$ cat src/rtl/muldiv_unit.sv
// Iterative RV32M/RV64M multiply/divide unit: radix-2^MUL_BITS shift-add multiplier
// and restoring divider sharing one 2*XLEN accumulator, with an optional leading-zero skip.
module muldiv_unit #(
    parameter int XLEN          = 32,
    parameter int MUL_BITS      = 2,
    parameter int DIV_EARLY_OUT = 1
) (
    input  logic            clk,
    input  logic            rst,
    input  logic            enable,
    input  logic            clear,
    input  logic [2:0]      op,
    input  logic [XLEN-1:0] rdata1,
    input  logic [XLEN-1:0] rdata2,
    output logic            ready,
    output logic [XLEN-1:0] result,
    output logic            busy
);

    localparam int CW = $clog2(XLEN) + 1;
    localparam int PW = XLEN + MUL_BITS;
    localparam int W2 = 2 * XLEN;
    localparam logic [CW-1:0]   MUL_ITERS = CW'(XLEN / MUL_BITS);
    localparam logic [CW-1:0]   DIV_ITERS = CW'(XLEN);
    localparam logic [XLEN-1:0] MIN_NEG   = {1'b1, {(XLEN-1){1'b0}}};

    typedef enum logic [1:0] {S_IDLE, S_MUL, S_DIV, S_DONE} state_t;

    state_t          state_q, state_d;
    logic [2:0]      op_q, op_d;
    logic            neg_q, neg_d;
    logic            norm_q, norm_d;
    logic [CW-1:0]   cnt_q, cnt_d;
    logic [XLEN-1:0] opb_q, opb_d;
    logic [W2-1:0]   acc_q, acc_d;
    logic [XLEN-1:0] result_q, result_d;

    logic            sa, sb;
    logic [XLEN-1:0] abs_a, abs_b;
    logic [PW-1:0]   pp, sum;
    logic [XLEN:0]   shifted, diff;
    logic [CW-1:0]   lz;

    function automatic logic [XLEN-1:0] neg_if(input logic [XLEN-1:0] v, input logic neg);
        return neg ? -v : v;
    endfunction

    function automatic logic [CW-1:0] clz(input logic [XLEN-1:0] v);
        logic [CW-1:0] n;
        n = CW'(XLEN);
        for (int i = 0; i < XLEN; i++)
            if (v[i]) n = CW'(XLEN - 1 - i);
        return n;
    endfunction

    // Sign is applied to the full-width product so the upper half of a negative product is exact.
    function automatic logic [XLEN-1:0] fold_result(input logic [W2-1:0] acc, input logic [2:0] f,
                                                    input logic neg);
        logic [W2-1:0]   prod;
        logic [XLEN-1:0] part;
        prod = neg ? -acc : acc;
        if (!f[2]) begin
            part = (f[1:0] == 2'd0) ? prod[XLEN-1:0] : prod[W2-1:XLEN];
        end else begin
            part = f[1] ? acc[W2-1:XLEN] : acc[XLEN-1:0];
            part = neg_if(part, neg);
        end
        return part;
    endfunction

    always_comb begin
        state_d  = state_q;
        op_d     = op_q;
        neg_d    = neg_q;
        norm_d   = norm_q;
        cnt_d    = cnt_q;
        opb_d    = opb_q;
        acc_d    = acc_q;
        result_d = result_q;

        sa      = rdata1[XLEN-1] & (op inside {3'd0, 3'd1, 3'd2, 3'd4, 3'd6});
        sb      = rdata2[XLEN-1] & (op inside {3'd0, 3'd1, 3'd4, 3'd6});
        abs_a   = neg_if(rdata1, sa);
        abs_b   = neg_if(rdata2, sb);
        pp      = PW'(opb_q) * PW'(acc_q[MUL_BITS-1:0]);
        sum     = PW'(acc_q[W2-1:XLEN]) + pp;
        shifted = acc_q[W2-1:XLEN-1];
        diff    = shifted - {1'b0, opb_q};
        lz      = clz(acc_q[XLEN-1:0]);

        case (state_q)
            S_IDLE: begin
                if (enable && !clear) begin
                    op_d = op;
                    if (!op[2]) begin
                        neg_d   = sa ^ sb;
                        opb_d   = abs_a;
                        acc_d   = {{XLEN{1'b0}}, abs_b};
                        cnt_d   = MUL_ITERS;
                        state_d = S_MUL;
                    end else if (rdata2 == '0) begin
                        result_d = op[1] ? rdata1 : '1;
                        state_d  = S_DONE;
                    end else if (!op[0] && rdata1 == MIN_NEG && rdata2 == '1) begin
                        result_d = op[1] ? '0 : rdata1;
                        state_d  = S_DONE;
                    end else begin
                        neg_d   = op[1] ? sa : (sa ^ sb);
                        opb_d   = abs_b;
                        acc_d   = {{XLEN{1'b0}}, abs_a};
                        cnt_d   = DIV_ITERS;
                        norm_d  = (DIV_EARLY_OUT != 0);
                        state_d = S_DIV;
                    end
                end
            end
            S_MUL: begin
                acc_d = {sum, acc_q[XLEN-1:MUL_BITS]};
                cnt_d = cnt_q - CW'(1);
                if (cnt_q == CW'(1)) begin
                    result_d = fold_result(acc_d, op_q, neg_q);
                    state_d  = S_DONE;
                end
            end
            S_DIV: begin
                if (norm_q) begin
                    // One-cycle skip of the dividend's leading zeros; those quotient bits are all 0.
                    norm_d = 1'b0;
                    acc_d  = {acc_q[W2-1:XLEN], acc_q[XLEN-1:0] << lz};
                    cnt_d  = DIV_ITERS - lz;
                    if (lz == DIV_ITERS) begin
                        result_d = fold_result(acc_d, op_q, neg_q);
                        state_d  = S_DONE;
                    end
                end else begin
                    if (!diff[XLEN])
                        acc_d = {diff[XLEN-1:0], acc_q[XLEN-2:0], 1'b1};
                    else
                        acc_d = {shifted[XLEN-1:0], acc_q[XLEN-2:0], 1'b0};
                    cnt_d = cnt_q - CW'(1);
                    if (cnt_q == CW'(1)) begin
                        result_d = fold_result(acc_d, op_q, neg_q);
                        state_d  = S_DONE;
                    end
                end
            end
            S_DONE: state_d = S_IDLE;
            default: state_d = S_IDLE;
        endcase

        if (clear) state_d = S_IDLE;
    end

    always_ff @(posedge clk or negedge rst) begin
        if (!rst) begin
            state_q  <= S_IDLE;
            op_q     <= '0;
            neg_q    <= 1'b0;
            norm_q   <= 1'b0;
            cnt_q    <= '0;
            opb_q    <= '0;
            acc_q    <= '0;
            result_q <= '0;
        end else begin
            state_q  <= state_d;
            op_q     <= op_d;
            neg_q    <= neg_d;
            norm_q   <= norm_d;
            cnt_q    <= cnt_d;
            opb_q    <= opb_d;
            acc_q    <= acc_d;
            result_q <= result_d;
        end
    end

    assign ready  = (state_q == S_DONE) && !clear;
    assign busy   = (state_q != S_IDLE);
    assign result = result_q;

endmodule

$ cat config.mk
export PLATFORM = sky130hd
export DESIGN_NAME = muldiv_unit
export DESIGN_NICKNAME = d
export VERILOG_FILES = /design/src/rtl/muldiv_unit.sv
export SDC_FILE = /design/constraint.sdc
export NUM_CORES = 2
export LEC_CHECK = 0
export ABC_AREA = 1
export CAP_MARGIN = 30
export CORE_MARGIN = 2
export CORE_UTILIZATION = 70
export DETAILED_ROUTE_END_ITERATION = 8
export PLACE_DENSITY = 0.94
export SYNTH_ARGS = -nofsm -noshare
export SYNTH_HDL_FRONTEND = slang
export SYNTH_SLANG_ARGS = --single-unit
$ cat constraint.sdc
create_clock -name clk -period 9.4 [get_ports clk]
set_input_delay 0.94 -clock clk [delete_from_list [all_inputs] [get_ports clk]]
set_output_delay 0.94 -clock clk [all_outputs]
set_load 0.05 [all_outputs]
==> impl_metrics.toml, run 1 <==
[synthesis]
synth_edf_count = 0
synth.area.top_cells = "nand2_1, dfrtp_1, nand3_1, o21ai_0, inv_1"
synth.most_common_cell = "nand2_1"
synthFlopType = "dfrtp_1"
ys_seq_area_share_pct = 13.1
syn-instance-count = 4895
yosys.cell_types.count = 71
syn-num-nets = 5082
synthesis.area_um2 = 27000
yosys.area.top_type = "nand2_1"
avgSynthCellArea_um2 = 5.52
async_flop_share_pct = 100
synth-seq-cells = 141
yosys_warnings = 0
synth_common_cells = "nand2_1, inv_1, nand3_1, nor2_1, o21ai_0"
synth_top_area_share_pct = 17.4

[floorplan]
fp.dieW_um = 200
pin_count = 105
fp.dieH_um = 200
rows = 71
start_util_pct = 71.4

[clocking]
htreeDepth = 4
cts.sinks = 141
postCtsHoldBufs = 0
cts_root_buf = "clkbuf_16"
cts_made_buffers = 17
postCtsResizedCells = 0
clockBufferDepth = 2
cts_setup_buffers = 0

[placed_design]
port_buffers = 104
dp_cells = 5300
hpwl_mm = 97.2
gp_congestion = 1.32

[grt]
grt_max_degree = 114
grt_usage_pct = 68.7
grt_pass1_vias = 36500
overflow = 4
grt_pass1_wl_mm = 216

[status]
haltStage = "global routing"
outcome = "stopped before the end"
error = "[ERROR GRT-0116] Global routing finished with congestion. Check the congestion regions in the DRC Viewer."
## through the flow
stage | cell area (um^2) | hold slack, ns | worst slack [ns]
2_1_floorplan | 27000 | 0.465 | 3.83
4_1_cts | 28600 | 0.491 | 2.17
3_5_place_dp | 28000 | 0.467 | 2.26
3_3_place_gp | 28000 | 0.467 | 2.42
## metal layers
| metal | global-route usage [%] | overflow |
|---|---|---|
| met2 | 81.8 | 2 |
| met3 | 55.6 | 0 |
| met4 | 59.7 | 2 |
| met5 | 27.4 | 0 |
| met1 | 73.1 | 0 |
## cell families after synthesis
logic type,after synthesis,share of synthesized area [%]
buf+inv,862,12.4
fa+ha+maj,116,6.29
flops,141,13.1
xor+xnor,132,4.28
simple gates,2520,39.8
compound gates,1124,24.2
==> inputs of run 2 (changes only) <==
- CORE_UTILIZATION: 70 -> 40
- PLACE_DENSITY: 0.94 -> default
- PLACE_DENSITY_LB_ADDON: default -> 0.15
==> run 2 against run 1 <==
The flow now finishes without violations; synthesized area unchanged; synthesized cell count unchanged.
==> impl_metrics.toml, run 2 <==
[synthesis]
yosys_warnings = 0
synth.area.top_cells = "nand2_1, dfrtp_1, nand3_1, o21ai_0, inv_1"
synth.most_common_cell = "nand2_1"
synth-seq-cells = 141
async_flop_share_pct = 100
synthesis.area_um2 = 27000
yosys.area.top_type = "nand2_1"
avgSynthCellArea_um2 = 5.52
synth_edf_count = 0
synth_common_cells = "nand2_1, inv_1, nand3_1, nor2_1, o21ai_0"
syn-instance-count = 4895
synth_top_area_share_pct = 17.4
synthFlopType = "dfrtp_1"
syn-num-nets = 5082
ys_seq_area_share_pct = 13.1
yosys.cell_types.count = 71

[clocking]
clockBufferDepth = 2
cts.sinks = 141
cts_setup_buffers = 0
htreeDepth = 4
clkLatencyLatePin_ns = 0.53
cts_root_buf = "clkbuf_16"
cts_made_buffers = 17
cts.clk_slew.worst_paths_ns = 0.08
tritoncts = "built"
postCtsResizedCells = 0
postCtsHoldBufs = 0

[routing]
routedWlPerCell_um = 29.7
dr_total_vias = 36800
wirelength_mm = 171
drtIter0Drc = 5668
ant_nets = 0
drtPass1Iterations = 7
drc = 0
routed_via_density = 6.40

[critical_path]
endpoint_kind = "register"
crit_top_cell = "nand2_1"
cp.arrival_ns = 8.29
path_max_fanout = 8
r2r_end = "result[26]$_DFFE_PN0P_"
critical_path_required_ns = 9.80
reg2reg_slack_ns = 1.51
crit_path_top_delay_cell = "dfrtp_1"
startpoint_type = "register"
critical_path.max_stage_delay_ns = 0.64
reg2regPathDepth = 48
crit_type = "reg -> reg"
r2r-start = "acc_q[31]$_DFFE_PN0P_"

[cells_and_area]
max_flop_register = "acc_q"
mostFrequentLayoutCell = "nand2_1"
largest_register_ffs = 64
drive_gt1_share_pct = 5.56
syn_to_final_growth_pct = 9.22
final_cells = 5750
utilization_pct = 44.0
mostFrequentLayoutCells = "nand2_1, inv_1, nand3_1"
nets = 5050
n_fill_cell = 7622

[timing]
min_period_ns = 7.89
worst_pin_slew_ns = 1.20
clock_skew_ns = 0.0155
fmax_ghz = 0.127
max_slew_margin_pct = 19.8
rsz0062_at_grt = "false"
hold_viol_final = 0
report.final.slew_viol_count = 0
finalSetupTns_ns = 0
setup-violations-final = 0
fin_crit_sh_pct = 84.0

[status]
outcome = "finished clean"

[floorplan]
coreArea_um2 = 67000
fp.dieArea_um2 = 69600
fp.dieH_um = 264
fp.dieW_um = 264
pin_count = 105
start_util_pct = 40.3
rows = 95

[grt]
grt_usage_pct = 48.0
grt_pass1_wl_mm = 242
grt_pass1_vias = 33100
overflow = 0
grt_max_degree = 117
antenna_found_initial = 12

[placed_design]
gp_congestion = 1.14
port_buffers = 104
hpwl_mm = 132
dp_cells = 5711

[flow_run]
drv_cap = 0

[worst_hold_path]
hp-class = "in -> async"
-- run 2: cell counts after synthesis --
Identical to the previous run, type by type.
-- run 2: cell families after synthesis --
kind of cell / Yosys count / synth area share, %
AND/OR/NAND/NOR: 2520 / 39.8
AO/OA/AOI/OAI: 1124 / 24.2
adder cells (fa/ha/maj): 116 / 6.29
buffers and inverters: 862 / 12.4
XOR/XNOR: 132 / 4.28
flip-flops: 141 / 13.1
-- run 2: how the worst max path moves through the flow --
| stage | slack, ns | start | end | cells after the start |
|---|---|---|---|---|
| 6_report | 1.51 | acc_q[31]$_DFFE_PN0P_ | result[26]$_DFFE_PN0P_ | 48 |
| 5_1_grt | 1.14 | acc_q[31]$_DFFE_PN0P_ | result[18]$_DFFE_PN0P_ | 47 |
| 4_1_cts | 1.94 | acc_q[31]$_DFFE_PN0P_ | result[26]$_DFFE_PN0P_ | 48 |
| 3_5_place_dp | 1.99 | acc_q[31]$_DFFE_PN0P_ | result[26]$_DFFE_PN0P_ | 48 |
| 3_3_place_gp | 1.98 | acc_q[31]$_DFFE_PN0P_ | result[26]$_DFFE_PN0P_ | 48 |
| 2_1_floorplan | 3.83 | acc_q[1]$_DFFE_PN0P_ | result[27]$_DFFE_PN0P_ | 37 |
-- run 2: metrics by stage --
stage	setup slack, ns	cell area, um^2	hold WS (ns)
3_3_place_gp	1.98	28900	0.461
5_1_grt	1.14	29500	0.355
6_report	1.51	29500	0.321
2_1_floorplan	3.83	27000	0.465
4_1_cts	1.94	29500	0.332
3_5_place_dp	1.99	28900	0.467
-- run 2: cell type report --
cell class | count | area [um^2] | area share (%)
antenna | 1 | 2.50 | 0.00848
clock buffer | 19 | 433 | 1.47
clock inverter | 13 | 116 | 0.394
inverter | 601 | 2260 | 7.66
multi-input combinational | 3892 | 20200 | 68.5
sequential | 141 | 3540 | 12.0
tap | 873 | 1090 | 3.70
timing repair buffer | 210 | 1870 | 6.33
-- run 2: critical path, delay by kind of cell, from the launching register on --
family | cells | cell delay [ns]
AOI/OAI and AO/OA | 6 | 1.30
adders and majority gates | 3 | 0.91
buffers and inverters | 6 | 1.28
DFF | 1 | 0.64
and+or+nand+nor | 33 | 3.62
-- run 2: metal layers --
| layer | up-vias | global-route usage [%] | part of all wire [%] |
|---|---|---|---|
| li1 | 16300 | - | - |
| met1 | 17000 | 59.9 | 38 |
| met2 | 2806 | 66.4 | 39 |
| met3 | 684 | 16.4 | 13 |
| met4 | 14 | 39.2 | 10 |
| met5 | - | 1.66 | 0.082 |
Power of run 2 is left out: the tool's default activity adds up to more than one toggle a clock period on the data nets, which glitch-free logic cannot reach.
